===== config.mk =====
export PLATFORM = sky130hd
export DESIGN_NAME = fetch_stage
export DESIGN_NICKNAME = d
export VERILOG_FILES = /design/src/rtl/fetch_stage.sv
export SDC_FILE = /design/constraint.sdc
export NUM_CORES = 1
export LEC_CHECK = 0
export CORE_MARGIN = 2
export CORE_UTILIZATION = 53
export CTS_CLUSTER_DIAMETER = 200
export DETAILED_ROUTE_END_ITERATION = 7
export PLACE_DENSITY = 0.8
export RECOVER_POWER = 100
export SLEW_MARGIN = 0
export SYNTH_ARGS = -nofsm -noshare
export SYNTH_HDL_FRONTEND = slang
export SYNTH_SLANG_ARGS = --single-unit

===== constraint.sdc =====
create_clock -name clk -period 2.2 [get_ports clk]
set_input_delay 0.44 -clock clk [delete_from_list [all_inputs] [get_ports clk]]
set_output_delay 0.44 -clock clk [all_outputs]
set_load 0.01 [all_outputs]

===== src/rtl/fetch_stage.sv =====
// Instruction-fetch stage: owns the fetch PC, handshakes with instruction
// memory, holds the IF/ID register and flags load-use hazards to decode.
// A one-entry skid catches an instruction acked while decode is stalled.
// DRAIN waits out a fetch that a redirect abandoned mid-request.
module fetch_stage #(
    parameter logic [31:0] RESET_PC = 32'h0000_0000
) (
    input  logic        clk,
    input  logic        reset,
    output logic        imem_req,
    output logic [31:0] imem_addr,
    input  logic        imem_ack,
    input  logic [31:0] imem_rdata,
    input  logic        ex_ld,
    input  logic [4:0]  ex_rd,
    input  logic        redirect,
    input  logic [31:0] redirect_pc,
    output logic [31:0] PC,
    output logic [31:0] instr,
    output logic        valid,
    output logic        stall_id
);

    localparam logic [31:0] NOP = 32'h0000_0013;

    typedef enum logic [1:0] {S_FETCH, S_HOLD, S_DRAIN} state_t;

    state_t      state, state_n;
    logic [31:0] fetch_pc, fetch_pc_n;
    logic [31:0] drain_addr, drain_addr_n;
    logic [31:0] buf_pc, buf_pc_n;
    logic [31:0] buf_instr, buf_instr_n;
    logic [31:0] pc_n, instr_n;
    logic        valid_n;
    logic        ack;
    logic        adv;

    // Load-use hazard: both source fields compared regardless of format.
    always_comb begin
        stall_id = valid & ex_ld & (ex_rd != 5'd0) &
                   ((ex_rd == instr[19:15]) | (ex_rd == instr[24:20]));
    end

    // Memory request is a function of registered state only.
    always_comb begin
        imem_req  = (state != S_HOLD);
        imem_addr = (state == S_DRAIN) ? drain_addr : fetch_pc;
        ack       = imem_ack & imem_req;
        adv       = ~stall_id;
    end

    // Next-state and next register values; redirect overrides stall and ack.
    always_comb begin
        state_n      = state;
        fetch_pc_n   = fetch_pc;
        drain_addr_n = drain_addr;
        buf_pc_n     = buf_pc;
        buf_instr_n  = buf_instr;
        pc_n         = PC;
        instr_n      = instr;
        valid_n      = valid;
        if (redirect) begin
            valid_n    = 1'b0;
            fetch_pc_n = redirect_pc & ~32'h3;
            case (state)
                S_FETCH: begin
                    if (!ack) begin
                        drain_addr_n = fetch_pc;
                        state_n      = S_DRAIN;
                    end
                end
                S_HOLD:  state_n = S_FETCH;
                S_DRAIN: if (ack) state_n = S_FETCH;
                default: state_n = S_FETCH;
            endcase
        end else begin
            case (state)
                S_FETCH: begin
                    if (ack) begin
                        fetch_pc_n = fetch_pc + 32'd4;
                        if (adv) begin
                            pc_n    = fetch_pc;
                            instr_n = imem_rdata;
                            valid_n = 1'b1;
                        end else begin
                            buf_pc_n    = fetch_pc;
                            buf_instr_n = imem_rdata;
                            state_n     = S_HOLD;
                        end
                    end else if (adv) begin
                        valid_n = 1'b0;
                    end
                end
                S_HOLD: begin
                    if (adv) begin
                        pc_n    = buf_pc;
                        instr_n = buf_instr;
                        valid_n = 1'b1;
                        state_n = S_FETCH;
                    end
                end
                S_DRAIN: begin
                    valid_n = 1'b0;
                    if (ack) state_n = S_FETCH;
                end
                default: state_n = S_FETCH;
            endcase
        end
    end

    // State and pipeline registers with synchronous active-low reset.
    always_ff @(posedge clk) begin
        if (!reset) begin
            state      <= S_FETCH;
            fetch_pc   <= RESET_PC;
            drain_addr <= RESET_PC;
            buf_pc     <= 32'd0;
            buf_instr  <= NOP;
            PC         <= 32'd0;
            instr      <= NOP;
            valid      <= 1'b0;
        end else begin
            state      <= state_n;
            fetch_pc   <= fetch_pc_n;
            drain_addr <= drain_addr_n;
            buf_pc     <= buf_pc_n;
            buf_instr  <= buf_instr_n;
            PC         <= pc_n;
            instr      <= instr_n;
            valid      <= valid_n;
        end
    end

endmodule


; ---- Word level (Yosys, flattened, before mapping)
; Cells that the tools add are included.
[word_totals]
ff_bits = 195
out_inout_bits = 99
elab_cells = 69
[op_classes]
n_addsub = 1
eq_ne = 13
muxes = 24
n_bitwise = 8
reduce_logical = 14
[ops]
columns = op, n
row1 = 32-bit 2-to-1 mux, 10
row2 = 32-bit one-hot mux with 2 select lines, 2
row3 = "32-bit by 3-bit adder with 32-bit output, second input constant", 1
row4 = "3-bit inequality test, second input constant", 5
row5 = 2-bit 2-to-1 mux, 6
row6 = 5-bit == test, 2
row7 = 4-bit AND reduction, 2
row8 = "2-bit inequality test, second input constant", 3
row9 = 2-bit one-hot mux with 3 select lines, 1
row10 = 2-bit AND reduction, 3
row11 = 2-bit nonzero test, 3
row12 = 5-bit AND reduction, 1
row13 = 5-bit nonzero test, 1
row14 = 1-bit AND, 4
row15 = 2-bit one-hot mux with 2 select lines, 1
row16 = 1-bit 2-to-1 mux, 3
row17 = 1-bit inverter, 3
row18 = 1-bit one-hot mux with 3 select lines, 1
row19 = 3-bit AND reduction, 1
row20 = 3-bit nonzero test, 1
row21 = "2-bit by 1-bit == test with 1-bit output, second input constant", 1
row22 = "2-bit == test, second input constant", 1
row23 = 2-bit zero test, 1
row24 = "2-bit by 1-bit inequality test with 1-bit output, second input constant", 1
row25 = other kinds (2), 2

; ---- Longest topological paths before layout
[logic_depth]
depth_word = 7
ltp_mapped = 9

; ---- Least setup slack after synthesis
; OpenSTA, ideal clock, no wires.
[synth_timing]
kind = input port to output port
start = in ex_rd[1]
end = out stall_id
t_arrival_ns = 1.681
setup_slack_ns = 0.079
path_stages = 6
path_buffers = 2
path_cell_list = or4_4 -> o211a_1 -> buf_2 -> buf_4 -> nand2_1 -> inv_1
[synth_via]
elab_chain_len = 3
[synth_lines]
columns = element, line
row1 = start: declaration, 15  ; input logic [4:0] ex_rd,
row2 = 5-bit == test or 5-bit nonzero test (tied branches), "41, 40"
row3 = 1-bit bitwise OR or 1-bit AND (tied branches), "41, 40"
row4 = 1-bit AND *, 40  ; stall_id = valid & ex_ld & (ex_rd != 5'd0) &
row5 = end: declaration, 21  ; output logic stall_id
; Every way passes the cells marked *; elsewhere a longest branch is shown, timed or not.

; ---- Worst setup path after layout
[layout_timing]
start = reg state[0]
end = out imem_addr[29]
[layout_via]
elab_chain_len = 2
[layout_lines]
columns = element, line
row1 = start: declaration, 28  ; state_t state, state_n;
row2 = start signal: assignment, 123  ; state <= state_n;
row3 = 2-bit == test, 47  ; imem_addr = (state == S_DRAIN) ? drain_addr : fetch_pc;
row4 = 32-bit 2-to-1 mux, 47
row5 = end: declaration, 11  ; output logic [31:0] imem_addr,
; No other way between the ends.

==> impl_metrics.yaml <==
clock_tree:
  htree_levels: 4
  clk_pin_slew_ns: 0.07
  cts.sinks: 187
  clockRootBuffer: "clkbuf_16"
  clk_path_buf_depth: 2
  clkLatencyLatePin_ns: 0.44
  cts_buffers: 17
  cts_hold_buf: 0
  cts_tree: "built"
detailed_routing:
  wl_um: 26800
  vias_per_cell: 5.70
  vias: 8425
  drc: 0
  first_pass_iters: 5
  wl_per_cell_um: 18.1
  antenna_left: 0
  drtIter0Drc: 692
final_layout:
  drive_gt1_share_pct: 18.3
  fillers: 1321
  n_antenna_cell: 0
  stdcell_count: 1479
  area_growth_syn_to_layout_pct: 28.9
  multi_input_area_sq_um: 4930
  nNetsFinal: 1319
  seqCellArea_sq_um: 3750
timing:
  max_freq_mhz: 454
  whs_ns: 0.356
  setup_violations: 1
  maxSlewViolCount: 0
  worst_slew_pin_slew_ns: 0.540
  hold_viol: 0
  timing.final.crit_period_ns: 2.20
  skew_ns: 0.00711
  rsz0062_at_grt: "true"
  slew_headroom_pct: 64.0
  tns_ns: -0.000522
  period_share_pct: 100
  worst_slack_ns: -0.000522
floorplanning:
  die_w_um: 137
  fp.dieH_um: 137
  core_sq_um: 17400
  start_util_pct: 54.2
  io_pins: 173
  fp-row-count: 48
  die_area_sq_um: 18800
critical_path:
  criticalPathCategory: "reg -> out"
  arrival_ns: 1.76
  r2r_slack_ns: 0.07
  cp-endpoint: "imem_addr[29]"
  startpoint_type: "flop"
  rr_startpoint: "state[0]"
  reg2reg_to: "instr[15]"
  crit_fanout: 5
  end_kind: "output pin"
  reg2reg_depth: 10
  crit_start: "state[0]"
  cp.required_ns: 1.76
synthesis:
  synthTopCellsByArea: "dfxtp_1 40%, mux2_2 9.0%, nand2_1 8.8%"
  muxShareOfSynthArea_pct: 16.1
  synth_cells: 1085
  synth_top_family_by_area: "compound AO/OA/AOI/OAI gates"
  ys.flop_type: "dfxtp_1"
  yosys.area_share.xor_xnor_pct: 3.53
  synth_fa_ha_area_share_pct: 0.532
  yosysMostFrequentCell: "nand2_1"
  ys_types: 52
  yosys-top-cells-count: "220 x nand2_1, 187 x dfxtp_1, 106 x a211oi_1"
  postSynthAreaPerCell_sq_um: 8.68
  yosys_warnings: 0
  async_flop_share_pct: 0
  yosys.area_share.simple_pct: 14.1
  synth_area_leader_cell: "dfxtp_1"
  synth_seq_cells: 187
  synth_area_sq_um: 9420
  yosysSeqAreaShare_pct: 39.8
  synth_compound_area_share_pct: 17.1
  synth-edff-count: 0
  synth.top_cell.area_share_pct: 39.8
pwr:
  leakagePower_uw: 0.00487
  power_density_nw_per_um2: 655
  peakVddDrop_mv: 0.616
  internal-power_uw: 5760
  finalPower_uw: 7950
  combPwrFrac_pct: 17.1
  p_sw_share_pct: 27.6
  p_clk_share_pct: 36.9
  switchingPower_uw: 2190
  pwr-share-seq_pct: 46.0
placement:
  port_buffers: 166
  dp_hpwl_um: 17100
  dp_cells: 1437
  dp_slack_ns: -0.644
  gp_congestion: 0.868
flow_run:
  max_cap_viol_count: 0
global_route:
  grtUsageTotal_pct: 28.2
  grt_overflow: 0
  grt_pass1_vias: 7990
  grt_max_degree: 90
  grt_pass1_wl_um: 41700
  grt_antenna_before_repair: 0
min_path:
  hp-class: "in -> reg"
status:
  status: "finished with violations"
  violations: "negative setup slack"
placed cells by master (no fill, tap or decap), drive strengths merged, types with 38 or more instances in the layout:
master	instances
a211oi	124
a21oi	51
buf	81
clkbuf	38
clkdlybuf4s50	66
dfxtp	187
dlygate4sd3	63
inv	73
mux2	75
mux2i	67
nand2	220
o21ai	39
layer usage:
layer | vias to the layer above | wire (um) | global-route usage, %
met2 | 343 | 13100 | 46.4
met1 | 3965 | 11200 | 36.8
met3 | 63 | 1720 | 5.56
met5 | - | 0 | 0
li1 | 4054 | - | -
met4 | 0 | 787 | 10.1
cells by family (layout without fill, tap and decap cells):
kind of cell	Yosys count	in the layout
flip-flops	187	187
XOR/XNOR	38	38
AO/OA/AOI/OAI	229	229
AND/OR/NAND/NOR	308	308
other	1	4
multiplexers	142	142
adder cells (fa/ha/maj)	4	4
buffers and inverters	176	342
state kept, by name, indices dropped and copies added, names as in the netlist:
name and cells:
PC 30, buf_instr 32, buf_pc 30, drain_addr 30, fetch_pc 30, instr 32, state 2, valid 1
worst max-delay path, stage by stage, from the launching register on:
cell and delay [ns]:
dfxtp_2 0.32, inv_2 0.07, ha_4 0.21, buf_6 0.16, buf_16 0.13, mux2_4 0.30, buf_6 0.12
cell type report:
type	count	area share, %
clock buffers	17	3.50
clock inverters	15	1.04
inverters	72	2.24
multi-input cells	725	40.6
flip-flops and latches	187	30.9
well taps	225	2.32
repair buffers	238	19.4
stage by stage:
step | cell area (sq um) | util (%)
floorplan | 9430 | -
global placement | 11500 | 66.1
detailed placement | 11500 | 66.1
CTS | 12300 | 70.8
global route | 12100 | 69.9
finish | 12100 | 69.9
power by group through the flow:
| stage | clock, uW | sequential (uW) | combinational, uW |
|---|---|---|---|
| floorplan | 0 | 3730 | 653 |
| detailed placement | 0 | 3730 | 1320 |
| global placement | 0 | 3730 | 1300 |
| finish | 2930 | 3660 | 1360 |
| CTS | 2960 | 3660 | 1410 |
| global route | 3100 | 3680 | 1450 |
how the worst min path moves through the flow:
stage,startpoint,endpoint,slack [ns],cells after the start
final,reset,fetch_pc[30],0.36,3
after CTS,reset,fetch_pc[30],0.35,3
after global placement,drain_addr[2],drain_addr[2],0.44,2
after detailed placement,drain_addr[3],drain_addr[3],0.45,2
after floorplan,drain_addr[11],drain_addr[11],0.43,2
after global routing,reset,buf_pc[17],0.37,3
repair_timing:
action | CTS | global route
endpoints found under the setup margin | 111 | 133
pin swaps | 2 | 3
buffers inserted | 7 | 0
cloned | 5 | 0
gates resized for setup | 147 | 30
(Power assumes the default switching activity.)
